`config.mk`:
```
export PLATFORM = sky130hd
export DESIGN_NAME = imem_access_ctrl_flat
export DESIGN_NICKNAME = d
export VERILOG_FILES = /design/src/rtl/imem_access_ctrl_if.sv /design/src/rtl/imem_access_ctrl.sv /design/src/flat_wrapper.sv
export SDC_FILE = /design/constraint.sdc
export NUM_CORES = 1
export LEC_CHECK = 0
export ABC_AREA = 1
export ABC_CLOCK_PERIOD_IN_PS = 1300
export CAP_MARGIN = 10
export CELL_PAD_IN_SITES_DETAIL_PLACEMENT = 1
export CELL_PAD_IN_SITES_GLOBAL_PLACEMENT = 1
export CORE_MARGIN = 2
export CORE_UTILIZATION = 12
export DETAILED_ROUTE_END_ITERATION = 8
export GPL_ROUTABILITY_DRIVEN = 0
export PLACE_DENSITY = 0.77
export SETUP_SLACK_MARGIN = 0.5
export SYNTH_ARGS = -nofsm -noshare
export SYNTH_HDL_FRONTEND = slang
export SYNTH_SLANG_ARGS = --single-unit
```
`constraint.sdc`:
```
create_clock -name clk -period 1.3 [get_ports clk]
set_input_delay 0.195 -clock clk [delete_from_list [all_inputs] [get_ports clk]]
set_output_delay 0.195 -clock clk [all_outputs]
set_load 0.005 [all_outputs]
```
`src/rtl/imem_access_ctrl_if.sv`:
```
// Shared-port bundle between the instruction-memory access controller and its
// environment (core fetch path, program loader, single-port instruction memory).
//   fetch_*  : core fetch request / response
//   ld_*     : loader word handshake (valid/ready) plus sticky status
//   mem_*    : single-port memory strobe, write data and registered read data
// Modports: slave = the controller, master = the surrounding environment.
interface imem_access_ctrl_if #(
  parameter int unsigned AW = 6
);
  logic          fetch_req;
  logic [31:0]   fetch_addr;
  logic          fetch_valid;
  logic [31:0]   fetch_instr;
  logic          fetch_fault;
  logic          stall;

  logic          ld_valid;
  logic          ld_ready;
  logic [31:0]   ld_addr;
  logic [31:0]   ld_data;
  logic          ld_last;
  logic          boot_done;
  logic          ld_err;
  logic [AW:0]   words_loaded;

  logic          mem_en;
  logic          mem_we;
  logic [AW-1:0] mem_addr;
  logic [31:0]   mem_wdata;
  logic [31:0]   mem_rdata;

  modport slave (
    input  fetch_req, fetch_addr, ld_valid, ld_addr, ld_data, ld_last, mem_rdata,
    output fetch_valid, fetch_instr, fetch_fault, stall, ld_ready, boot_done,
           ld_err, words_loaded, mem_en, mem_we, mem_addr, mem_wdata
  );

  modport master (
    output fetch_req, fetch_addr, ld_valid, ld_addr, ld_data, ld_last, mem_rdata,
    input  fetch_valid, fetch_instr, fetch_fault, stall, ld_ready, boot_done,
           ld_err, words_loaded, mem_en, mem_we, mem_addr, mem_wdata
  );
endinterface

```
`src/rtl/imem_access_ctrl.sv`:
```
// Arbitration/sequencing controller in front of a DEPTH-word instruction memory.
// Holds the core stalled until the first image is loaded (BOOT), then serves
// fetches with 1-cycle latency (RUN); a loader request moves the port to the
// loader (LOAD) until its last word. Bad addresses are flagged, never accessed.
// Ports:
//   clk   : system clock, rising edge
//   reset : asynchronous, active-low
//   bus   : imem_access_ctrl_if.slave (fetch, loader and memory signals)
module imem_access_ctrl #(
  parameter int unsigned DEPTH = 64,
  parameter int unsigned AW    = 6,
  parameter logic [31:0] NOP   = 32'h00000013
) (
  input logic               clk,
  input logic               reset,
  imem_access_ctrl_if.slave bus
);

  typedef enum logic [1:0] {
    BOOT = 2'd0,
    RUN  = 2'd1,
    LOAD = 2'd2
  } state_e;

  state_e      state_q, state_d;
  logic        fetch_valid_q, fetch_valid_d;
  logic        fetch_fault_q, fetch_fault_d;
  logic        boot_done_q, boot_done_d;
  logic        ld_err_q, ld_err_d;
  logic [AW:0] words_loaded_q, words_loaded_d;

  function automatic logic addr_good(input logic [31:0] a);
    return (a[1:0] == 2'b00) && (a[31:2] < 30'(DEPTH));
  endfunction

  logic fetch_good, ld_good;
  assign fetch_good = addr_good(bus.fetch_addr);
  assign ld_good    = addr_good(bus.ld_addr);

  always_ff @(posedge clk or negedge reset) begin
    if (!reset) begin
      state_q        <= BOOT;
      fetch_valid_q  <= 1'b0;
      fetch_fault_q  <= 1'b0;
      boot_done_q    <= 1'b0;
      ld_err_q       <= 1'b0;
      words_loaded_q <= '0;
    end else begin
      state_q        <= state_d;
      fetch_valid_q  <= fetch_valid_d;
      fetch_fault_q  <= fetch_fault_d;
      boot_done_q    <= boot_done_d;
      ld_err_q       <= ld_err_d;
      words_loaded_q <= words_loaded_d;
    end
  end

  always_comb begin
    state_d        = state_q;
    fetch_valid_d  = 1'b0;
    fetch_fault_d  = 1'b0;
    boot_done_d    = boot_done_q;
    ld_err_d       = ld_err_q;
    words_loaded_d = words_loaded_q;
    bus.ld_ready   = 1'b0;
    bus.stall      = 1'b0;
    bus.mem_en     = 1'b0;
    bus.mem_we     = 1'b0;
    bus.mem_addr   = '0;
    bus.mem_wdata  = '0;

    unique case (state_q)
      RUN: begin
        if (bus.ld_valid) begin
          // Loader wins the port; the word itself is written next cycle in LOAD.
          bus.stall = bus.fetch_req;
          state_d   = LOAD;
        end else if (bus.fetch_req) begin
          fetch_valid_d = 1'b1;
          fetch_fault_d = !fetch_good;
          if (fetch_good) begin
            bus.mem_en   = 1'b1;
            bus.mem_addr = bus.fetch_addr[AW+1:2];
          end
        end
      end
      default: begin // BOOT and LOAD behave identically apart from boot_done
        bus.ld_ready = 1'b1;
        bus.stall    = bus.fetch_req;
        if (bus.ld_valid) begin
          if (ld_good) begin
            bus.mem_en    = 1'b1;
            bus.mem_we    = 1'b1;
            bus.mem_addr  = bus.ld_addr[AW+1:2];
            bus.mem_wdata = bus.ld_data;
            if (words_loaded_q != (AW+1)'(DEPTH))
              words_loaded_d = words_loaded_q + 1'b1;
          end else begin
            ld_err_d = 1'b1;
          end
          if (bus.ld_last) begin
            state_d = RUN;
            if (state_q == BOOT) boot_done_d = 1'b1;
          end
        end
      end
    endcase
  end

  // Read data arrives from the memory's output register in the response cycle.
  assign bus.fetch_valid  = fetch_valid_q;
  assign bus.fetch_fault  = fetch_fault_q;
  assign bus.fetch_instr  = fetch_valid_q ? (fetch_fault_q ? NOP : bus.mem_rdata) : '0;
  assign bus.boot_done    = boot_done_q;
  assign bus.ld_err       = ld_err_q;
  assign bus.words_loaded = words_loaded_q;

endmodule

```
`src/flat_wrapper.sv`:
```
// flat-port wrapper written by rule: the top's interface ports become plain ports
module imem_access_ctrl_flat 
#(
  parameter int unsigned DEPTH = 64,
  parameter int unsigned AW    = 6,
  parameter logic [31:0] NOP   = 32'h00000013
)
  (clk, reset, bus_fetch_req, bus_fetch_addr, bus_ld_valid, bus_ld_addr, bus_ld_data, bus_ld_last, bus_mem_rdata, bus_fetch_valid, bus_fetch_instr, bus_fetch_fault, bus_stall, bus_ld_ready, bus_boot_done, bus_ld_err, bus_words_loaded, bus_mem_en, bus_mem_we, bus_mem_addr, bus_mem_wdata);
  imem_access_ctrl_if #(.AW(AW)) bus_i ();
  input logic clk;
  input logic reset;
  input wire logic [$bits(bus_i.fetch_req)-1:0] bus_fetch_req;
  input wire logic [$bits(bus_i.fetch_addr)-1:0] bus_fetch_addr;
  input wire logic [$bits(bus_i.ld_valid)-1:0] bus_ld_valid;
  input wire logic [$bits(bus_i.ld_addr)-1:0] bus_ld_addr;
  input wire logic [$bits(bus_i.ld_data)-1:0] bus_ld_data;
  input wire logic [$bits(bus_i.ld_last)-1:0] bus_ld_last;
  input wire logic [$bits(bus_i.mem_rdata)-1:0] bus_mem_rdata;
  output wire logic [$bits(bus_i.fetch_valid)-1:0] bus_fetch_valid;
  output wire logic [$bits(bus_i.fetch_instr)-1:0] bus_fetch_instr;
  output wire logic [$bits(bus_i.fetch_fault)-1:0] bus_fetch_fault;
  output wire logic [$bits(bus_i.stall)-1:0] bus_stall;
  output wire logic [$bits(bus_i.ld_ready)-1:0] bus_ld_ready;
  output wire logic [$bits(bus_i.boot_done)-1:0] bus_boot_done;
  output wire logic [$bits(bus_i.ld_err)-1:0] bus_ld_err;
  output wire logic [$bits(bus_i.words_loaded)-1:0] bus_words_loaded;
  output wire logic [$bits(bus_i.mem_en)-1:0] bus_mem_en;
  output wire logic [$bits(bus_i.mem_we)-1:0] bus_mem_we;
  output wire logic [$bits(bus_i.mem_addr)-1:0] bus_mem_addr;
  output wire logic [$bits(bus_i.mem_wdata)-1:0] bus_mem_wdata;
  assign bus_i.fetch_req = bus_fetch_req;
  assign bus_i.fetch_addr = bus_fetch_addr;
  assign bus_i.ld_valid = bus_ld_valid;
  assign bus_i.ld_addr = bus_ld_addr;
  assign bus_i.ld_data = bus_ld_data;
  assign bus_i.ld_last = bus_ld_last;
  assign bus_i.mem_rdata = bus_mem_rdata;
  assign bus_fetch_valid = bus_i.fetch_valid;
  assign bus_fetch_instr = bus_i.fetch_instr;
  assign bus_fetch_fault = bus_i.fetch_fault;
  assign bus_stall = bus_i.stall;
  assign bus_ld_ready = bus_i.ld_ready;
  assign bus_boot_done = bus_i.boot_done;
  assign bus_ld_err = bus_i.ld_err;
  assign bus_words_loaded = bus_i.words_loaded;
  assign bus_mem_en = bus_i.mem_en;
  assign bus_mem_we = bus_i.mem_we;
  assign bus_mem_addr = bus_i.mem_addr;
  assign bus_mem_wdata = bus_i.mem_wdata;
  imem_access_ctrl #(.DEPTH(DEPTH), .AW(AW), .NOP(NOP)) u_core (.clk(clk), .reset(reset), .bus(bus_i));
endmodule
```
---- Word level (Yosys, flattened, before mapping) ----
Index checks and enable logic that the tools add are counted.
storage, ports and cells
  bits in registers ....................... 13
  memories kept ........................... 0
  RAM bits ................................ 0
  bits of input ports ..................... 133
  latch bits .............................. 0
  word-level logic and storage cells ...... 55
  output and inout port bits .............. 85
  ROM bits ................................ 0
operators by class
  bitwise logic cells ..................... 2
  order comparisons ....................... 2
  divide/modulo/power cells ............... 0
  $mul .................................... 0
  $add $sub $neg .......................... 1
  equal/unequal tests ..................... 2
  reduce and logical (&&, ||, !) cells .... 11
  shift-type cells ........................ 0
  mux-type cells .......................... 31
operators with widths
  operator                                                                        number
  32-bit 2-to-1 mux                                                               5
  30-bit by 7-bit less-than comparator with 1-bit output (second input constant)  2
  6-bit 2-to-1 mux                                                                6
  1-bit 2-to-1 mux                                                                16
  2-bit 2-to-1 mux                                                                4
  4-bit AND reduction                                                             2
  7-bit by 1-bit adder with 7-bit output (second input constant)                  1
  7-bit inequality test (second input constant)                                   1
  2-bit zero test                                                                 3
  3-bit AND reduction                                                             1
  2-bit by 1-bit equality test with 1-bit output (second input constant)          1
  1-bit logical AND                                                               2
  1-bit inverter                                                                  2
  2-bit AND reduction                                                             1
  2-bit nonzero test                                                              1
  1-bit zero test                                                                 1

---- Longest topological paths before layout ----
Gate-level depths: netlist (run 1).
  depth in word-level cells ............... 6
  gate-level depth with buffers ........... 8
  gate-level depth less buffers ........... 8

---- Worst setup path before layout (run 1) ----
Ideal clock, no wire load.
  kind .................................... flip-flop to output port
  start point ............................. reg u_core.state_q[1]
  end point ............................... out bus_mem_addr[0]
  path buffers ............................ 0
  arrival ................................. 1.185 ns
  required time ........................... 1.105 ns
  slack ................................... -0.080 ns
  cell stages (with the launch flop) ...... 6
  cells stage by stage .................... dfrtp_1 -> nor2_1 -> inv_1 -> nor3_2 -> nand3_1 -> nand2_1
between the ends
  word-level cells in the longest chain between the ends .. 2
RTL lines
  element                                         line                    source
  start, declared                                 imem_access_ctrl.sv:25  state_e state_q, state_d;
  start signal, assigned                          imem_access_ctrl.sv:49  state_q <= state_d;
  2-bit by 1-bit equality test with 1-bit output  imem_access_ctrl.sv:72  unique case (state_q)
  6-bit 2-to-1 mux                                imem_access_ctrl.sv:72
  end, declared                                   flat_wrapper.sv:29      output wire logic [$bits(bus_i.mem_addr)-1:0] bus_mem_addr;
Every way passes these cells.

---- Final worst setup path (run 1) ----
  start point ............................. reg u_core.state_q[0]
  end point ............................... out bus_mem_wdata[22]
between the ends
  word-level cells in the longest chain between the ends .. 2
RTL lines
  element                                         line                    source
  2-bit by 1-bit equality test with 1-bit output  imem_access_ctrl.sv:72
  32-bit 2-to-1 mux                               imem_access_ctrl.sv:72
  end, declared                                   flat_wrapper.sv:30      output wire logic [$bits(bus_i.mem_wdata)-1:0] bus_mem_wdata;
Every way passes these cells.

==> impl_metrics.toml, run 1 <==
[finish]
nFillCells = 1508
final_nets = 734
layout_common_cells = "82 x buf_6, 78 x clkdlybuf4s50_1, 72 x buf_2, 71 x inv_1, 59 x nor2_4"
diodes = 0
areaGrowthSynthToFinish_pct = 251
final_common_cell = "buf_6"
layout-drive-gt1-share_pct = 55.2

[floorplan]
rows = 41
ios = 218
die_w_um = 116
fp.coreArea_mm2 = 0.0125
die_area_mm2 = 0.0136
start_util_pct = 12.2
die_h_um = 116

[drt]
drt-initial-drc-count = 42
vias_per_cell = 3.91
ant_nets = 0
post-route-drc-count = 0
vias = 3013
routed_wl_um = 12100
avgRoutedWirePerCell_um = 15.8
drt-pass1-iter-count = 4

[setup_path]
arrival_ns = 1.56
cp_num_buf_inv = 5
worst_ep_required_time_ns = 1.11
crit_path_end_kind = "primary output"
critPathKind = "reg -> out"
crit_path_max_fanout = 7
path_delay_family = "buffers and inverters"
cpPeakStageDelay_ns = 0.38
cp_cell_sequence = "inv_2 > nor2_4 > nor2_4 > nand2_4 > buf_6 > buf_16 > buf_6 > nor2_1 > buf_2"
start_kind = "flop"
cp_slowest_cell = "dfrtp_1"

[yosys]
syn_area_mm2 = 0.00152
syn_avg_cell_area_um2 = 5.23
yosysSeqAreaShare_pct = 21.5
synth_cell_types = 26
yosys_warnings = 0
syn_inst = 290
ys_ff_latch = 13
synth_nets = 425

[clock_tree]
cts_buffer_depth = 2
cts_tree = "built"
cts_buffers = 3
clock_latency_ns = 0.24
htree_levels = 1
hold_buffers = 0
clock_sinks = 13
root_buffer = "clkbuf_16"
clkTransAtPathRegs_ns = 0.05

[pwr]
switching_share_pct = 33.6
intPower_mw = 2.17
seqPwrFrac_pct = 14.8
power_frac_comb_pct = 67.1
clkPwrFrac_pct = 18.1
ir_drop_mv = 0.487
p_per_area_mw_per_mm2 = 613
p_switching_mw = 1.10
p_leak_nw = 2.71

[worst_hold_path]
min_path_type = "in -> async"

[sta]
maxSlewViolCount = 0
worst_slack_ns = -0.454
relSlewSlack_pct = 83.1
setup_viol = 82
tightest_slew_ns = 0.252
whs_ns = 0.267
fmax_mhz = 570
hold_viol = 0
rsz0062_at_grt = "true"
fin_crit_sh_pct = 135
finalClockSkew_ns = 0.00258
period_needed_ns = 1.75

[outcome]
violations = "setup timing"
outcome = "finished, violations left"

[global_routing]
antenna_found_initial = 0
grt-ovfl-total = 0
grt_pass1_wl_um = 16500
grt_max_degree = 14
grt_use_total_pct = 15.5
grt_pass1_vias = 3243

[placement]
io_buffers = 217
hpwl_um = 8100
preCtsSetupSlack_ns = -0.991

[flow_run]
cap_violations = 0
## power by group through the flow
stage                     logic, mW  clock network (mW)  registers [mW]
after floorplan               0.554                   0           0.490
after global placement         1.39                   0           0.484
after detailed placement       1.42                   0           0.487
after CTS                      1.86               0.606           0.482
after global routing           2.33               0.627           0.486
final                          2.19               0.592           0.482
## cell usage after synthesis
| cell | n | area share (%) |
|---|---|---|
| nor2_1 | 101 | 25 |
| nor2_4 | 1 | 0.74 |
| nand3_1 | 16 | 5.3 |
| nor3b_1 | 1 | 0.50 |
| and2_0 | 1 | 0.41 |
| nand4_1 | 8 | 3.3 |
| nor2_2 | 1 | 0.41 |
| buf_4 | 1 | 0.50 |
| or2_2 | 1 | 0.41 |
| a21oi_1 | 1 | 0.33 |
| dfrtp_1 | 13 | 21 |
| nor3_1 | 2 | 0.66 |
| buf_2 | 2 | 0.66 |
| buf_1 | 1 | 0.25 |
| inv_1 | 78 | 19 |
| o21bai_1 | 1 | 0.50 |
| nand2_4 | 1 | 0.74 |
| buf_6 | 3 | 2.2 |
| clkbuf_1 | 1 | 0.25 |
| o31ai_1 | 1 | 0.50 |
| nand2_1 | 45 | 11 |
| ha_1 | 2 | 1.6 |
| or2_0 | 1 | 0.41 |
| xor2_1 | 3 | 1.7 |
| o21ai_0 | 3 | 0.99 |
| nor3_2 | 1 | 0.66 |
## per-layer routing
metal	wire [µm]	GRT usage, %
met4	317	3.65
met3	953	3.63
met2	6550	30.7
met5	0	0
met1	4310	16.4
## stage by stage
step / area, µm² / cells / power, mW / util, % / TNS [ns]
after floorplan: 1860 / 290 / 1.04 / - / 0
after global placement: 4350 / 694 / 1.87 / 34.9 / -52.31
after detailed placement: 4350 / 694 / 1.91 / 34.9 / -51.94
after CTS: 4840 / 752 / 2.95 / 38.9 / -24.68
after global routing: 5330 / 770 / 3.44 / 42.7 / -31.17
final: 5330 / 770 / 3.27 / 42.7 / -25.93
## flip-flops by register name, indices dropped and copies added (netlist names)
signal	cells
u_core.bus.boot_done	1
u_core.bus.fetch_fault	1
u_core.bus.fetch_valid	1
u_core.bus.ld_err	1
u_core.bus.words_loaded	7
u_core.state_q	2
## area by class of cell
class / count / area, µm² / area share, %
inverters: 78 / 295 / 5.54
clock buffers: 4 / 78.8 / 1.48
well taps: 172 / 215 / 4.04
flip-flops and latches: 13 / 328 / 6.15
multi-input cells: 191 / 1480 / 27.8
repair buffers: 312 / 2930 / 55.0
## cell families (layout without fill, tap and decap cells)
kind of cell	Yosys count	after routing	synth area share (%)
buffers and inverters	86	394	23.2
AO/OA/AOI/OAI	6	6	2.31
flip-flops	13	13	21.5
adder cells (fa/ha/maj)	2	2	1.65
XOR/XNOR	3	3	1.73
AND/OR/NAND/NOR	180	180	49.7
## path summary, 6_finish.rpt
check / start / end / slack [ns] / cells past startpoint
worst max register to register: u_core.state_q[0]$_DFFE_PN0P_ / u_core.bus.words_loaded[0]$_DFFE_PN0P_ / -0.12 / 9
worst max-delay path: u_core.state_q[0]$_DFFE_PN0P_ / bus_mem_wdata[22] / -0.45 / 9
worst min register to register: u_core.bus.ld_err$_DFFE_PN0P_ / u_core.bus.ld_err$_DFFE_PN0P_ / 0.47 / 1
min in group clk: u_core.bus.ld_err$_DFFE_PN0P_ / u_core.bus.ld_err$_DFFE_PN0P_ / 0.47 / 1
worst min-delay path: reset / u_core.bus.words_loaded[1]$_DFFE_PN0P_ / 0.27 / 2
max in group asynchronous: reset / u_core.bus.words_loaded[4]$_DFFE_PN0P_ / 0.85 / 2
## repair_timing
action,in CTS,in global routing
cloned,4,0
setup buffers,50,18
hold endpoints to repair,0,0
pin swaps,70,49
gates resized for setup,560,118
endpoints found under the setup margin,98,98
No activity file was read; power rests on OpenSTA's default activity.
==> run 2: changes to the inputs <==
- REMOVE_ABC_BUFFERS: default -> 1
==> impl_metrics.toml, run 2 (same netlist as run 1, synthesis figures left out) <==
[floorplan]
die_w_um = 116
ios = 218
die_area_mm2 = 0.0136
die_h_um = 116
fp.coreArea_mm2 = 0.0125
rows = 41
start_util_pct = 12.2

[finish]
nFillCells = 1530
final_nets = 727
largest_register_ffs = 7
seq_area_um2 = 327
diodes = 0
utilization_pct = 41.1
layout-drive-gt1-share_pct = 50.9
stdcell_count = 763
multiInputGateArea_mm2 = 0.00143
areaGrowthSynthToFinish_pct = 238
layout_common_cells = "79 x buf_2, 79 x clkdlybuf4s50_1, 71 x inv_1, 66 x buf_6, 52 x nor2_4"

[setup_path]
reg2reg_slack_ns = -0.33
rr_endpoint = "u_core.bus.words_loaded[2]$_DFFE_PN0P_"
crit_path_end_kind = "primary output"
arrival_ns = 1.57
cp_slowest_cell = "dfrtp_1"
crit_path_max_fanout = 8
critPathKind = "reg -> out"
rr_worst_depth = 11
cpPeakStageDelay_ns = 0.39
worst_ep_required_time_ns = 1.11
start_kind = "flop"
cp_cell_sequence = "inv_2 > nor2_4 > nor2_4 > buf_12 > buf_12 > nand2_8 > buf_6 > nor2_1 > buf_2"
reg2reg_from = "u_core.state_q[0]$_DFFE_PN0P_"

[drt]
post-route-drc-count = 0
vias_per_cell = 3.86
vias = 2945
drt-pass1-iter-count = 4
ant_nets = 0
routed_wl_um = 11700
avgRoutedWirePerCell_um = 15.3
drt-initial-drc-count = 44

[sta]
relSlewSlack_pct = 82.7
hold_viol = 0
fmax_mhz = 567
period_needed_ns = 1.76
finalClockSkew_ns = 0.00651
rsz0062_at_grt = "true"
fin_crit_sh_pct = 136
tightest_slew_ns = 0.257
maxSlewViolCount = 0
setup_viol = 84
worst_slack_ns = -0.463

[placement]
io_buffers = 217
hpwl_um = 7910
preCtsSetupSlack_ns = -1.07
dp.cells = 694

[global_routing]
grt_pass1_wl_um = 15800
grt_pass1_vias = 3145
grt_use_total_pct = 14.9
antenna_found_initial = 0
grt_max_degree = 14
grt-ovfl-total = 0

[clock_tree]
cts_tree = "built"
cts_buffers = 3
htree_levels = 1
root_buffer = "clkbuf_16"
cts_buffer_depth = 2
clock_latency_ns = 0.25
clkTransAtPathRegs_ns = 0.05
clock_sinks = 13

[pwr]
p_per_area_mw_per_mm2 = 659
ir_drop_mv = 0.597
p_leak_nw = 2.65

[outcome]
violations = "setup timing"
outcome = "finished, violations left"

[flow_run]
cap_violations = 0

[worst_hold_path]
min_path_type = "in -> async"
run 2: through the flow:
stage	instance area [µm²]	TNS, ns	hold slack [ns]	power (mW)
after floorplan	1460	-7.26	-0.101	0.763
after global placement	4030	-58.89	0.444	1.67
after detailed placement	4030	-60.47	0.471	1.70
after CTS	4530	-27.47	0.276	2.91
after global routing	5120	-33.16	0.288	3.55
final	5120	-28.48	0.266	3.38
run 2: worst max-delay path by stage:
stage | depth (start not counted) | slack [ns] | to | from
final | 9 | -0.46 | bus_mem_wdata[20] | u_core.state_q[0]$_DFFE_PN0P_
after CTS | 9 | -0.45 | bus_mem_wdata[14] | u_core.state_q[0]$_DFFE_PN0P_
after floorplan | 5 | -0.18 | bus_mem_wdata[0] | u_core.state_q[0]$_DFFE_PN0P_
after global placement | 8 | -1.04 | bus_mem_wdata[0] | bus_ld_addr[30]
after detailed placement | 8 | -1.07 | bus_mem_wdata[17] | bus_ld_addr[30]
after global routing | 9 | -0.52 | bus_mem_wdata[7] | u_core.state_q[0]$_DFFE_PN0P_
run 2: repair_timing:
action / in CTS / in global routing
pin swaps: 85 / 46
endpoints found under the setup margin: 98 / 98
hold buffers: 0 / 0
gates resized for setup: 570 / 118
cloned: 7 / 0
setup buffers: 45 / 13
run 2: power breakdown:
part           total [mW]  switching [mW]  internal (mW)
registers           0.492          0.0439          0.448
clock network       0.592           0.178          0.414
logic                2.29           0.907           1.39
run 2: per-layer routing:
| layer | global-route usage, % | part of all wire, % | up-vias |
|---|---|---|---|
| met1 | 14.4 | 32 | 1361 |
| met3 | 2.85 | 7.2 | 21 |
| met4 | 3.49 | 2.0 | 0 |
| li1 | - | - | 1445 |
| met2 | 31.6 | 58 | 118 |
| met5 | 0 | 0 | - |
run 2: worst max-delay path: cells and delay by family, from the launching register on:
family,cells,cell delay (ns)
AND/OR/NAND/NOR,4,0.32
buffers and inverters,5,0.60
flip-flops,1,0.39
run 2: final cells by class:
cell class	instances	share of cell area [%]
well taps	172	4.20
multi-input cells	193	27.9
inverters	78	5.76
repair buffers	303	54.2
clock buffers	4	1.54
flip-flops and latches	13	6.37
==> run 3: changes to the inputs <==
- SLEW_MARGIN: default -> 20
==> results of run 3 <==
Final layout, timing and power as in run 2 (identical DEF).
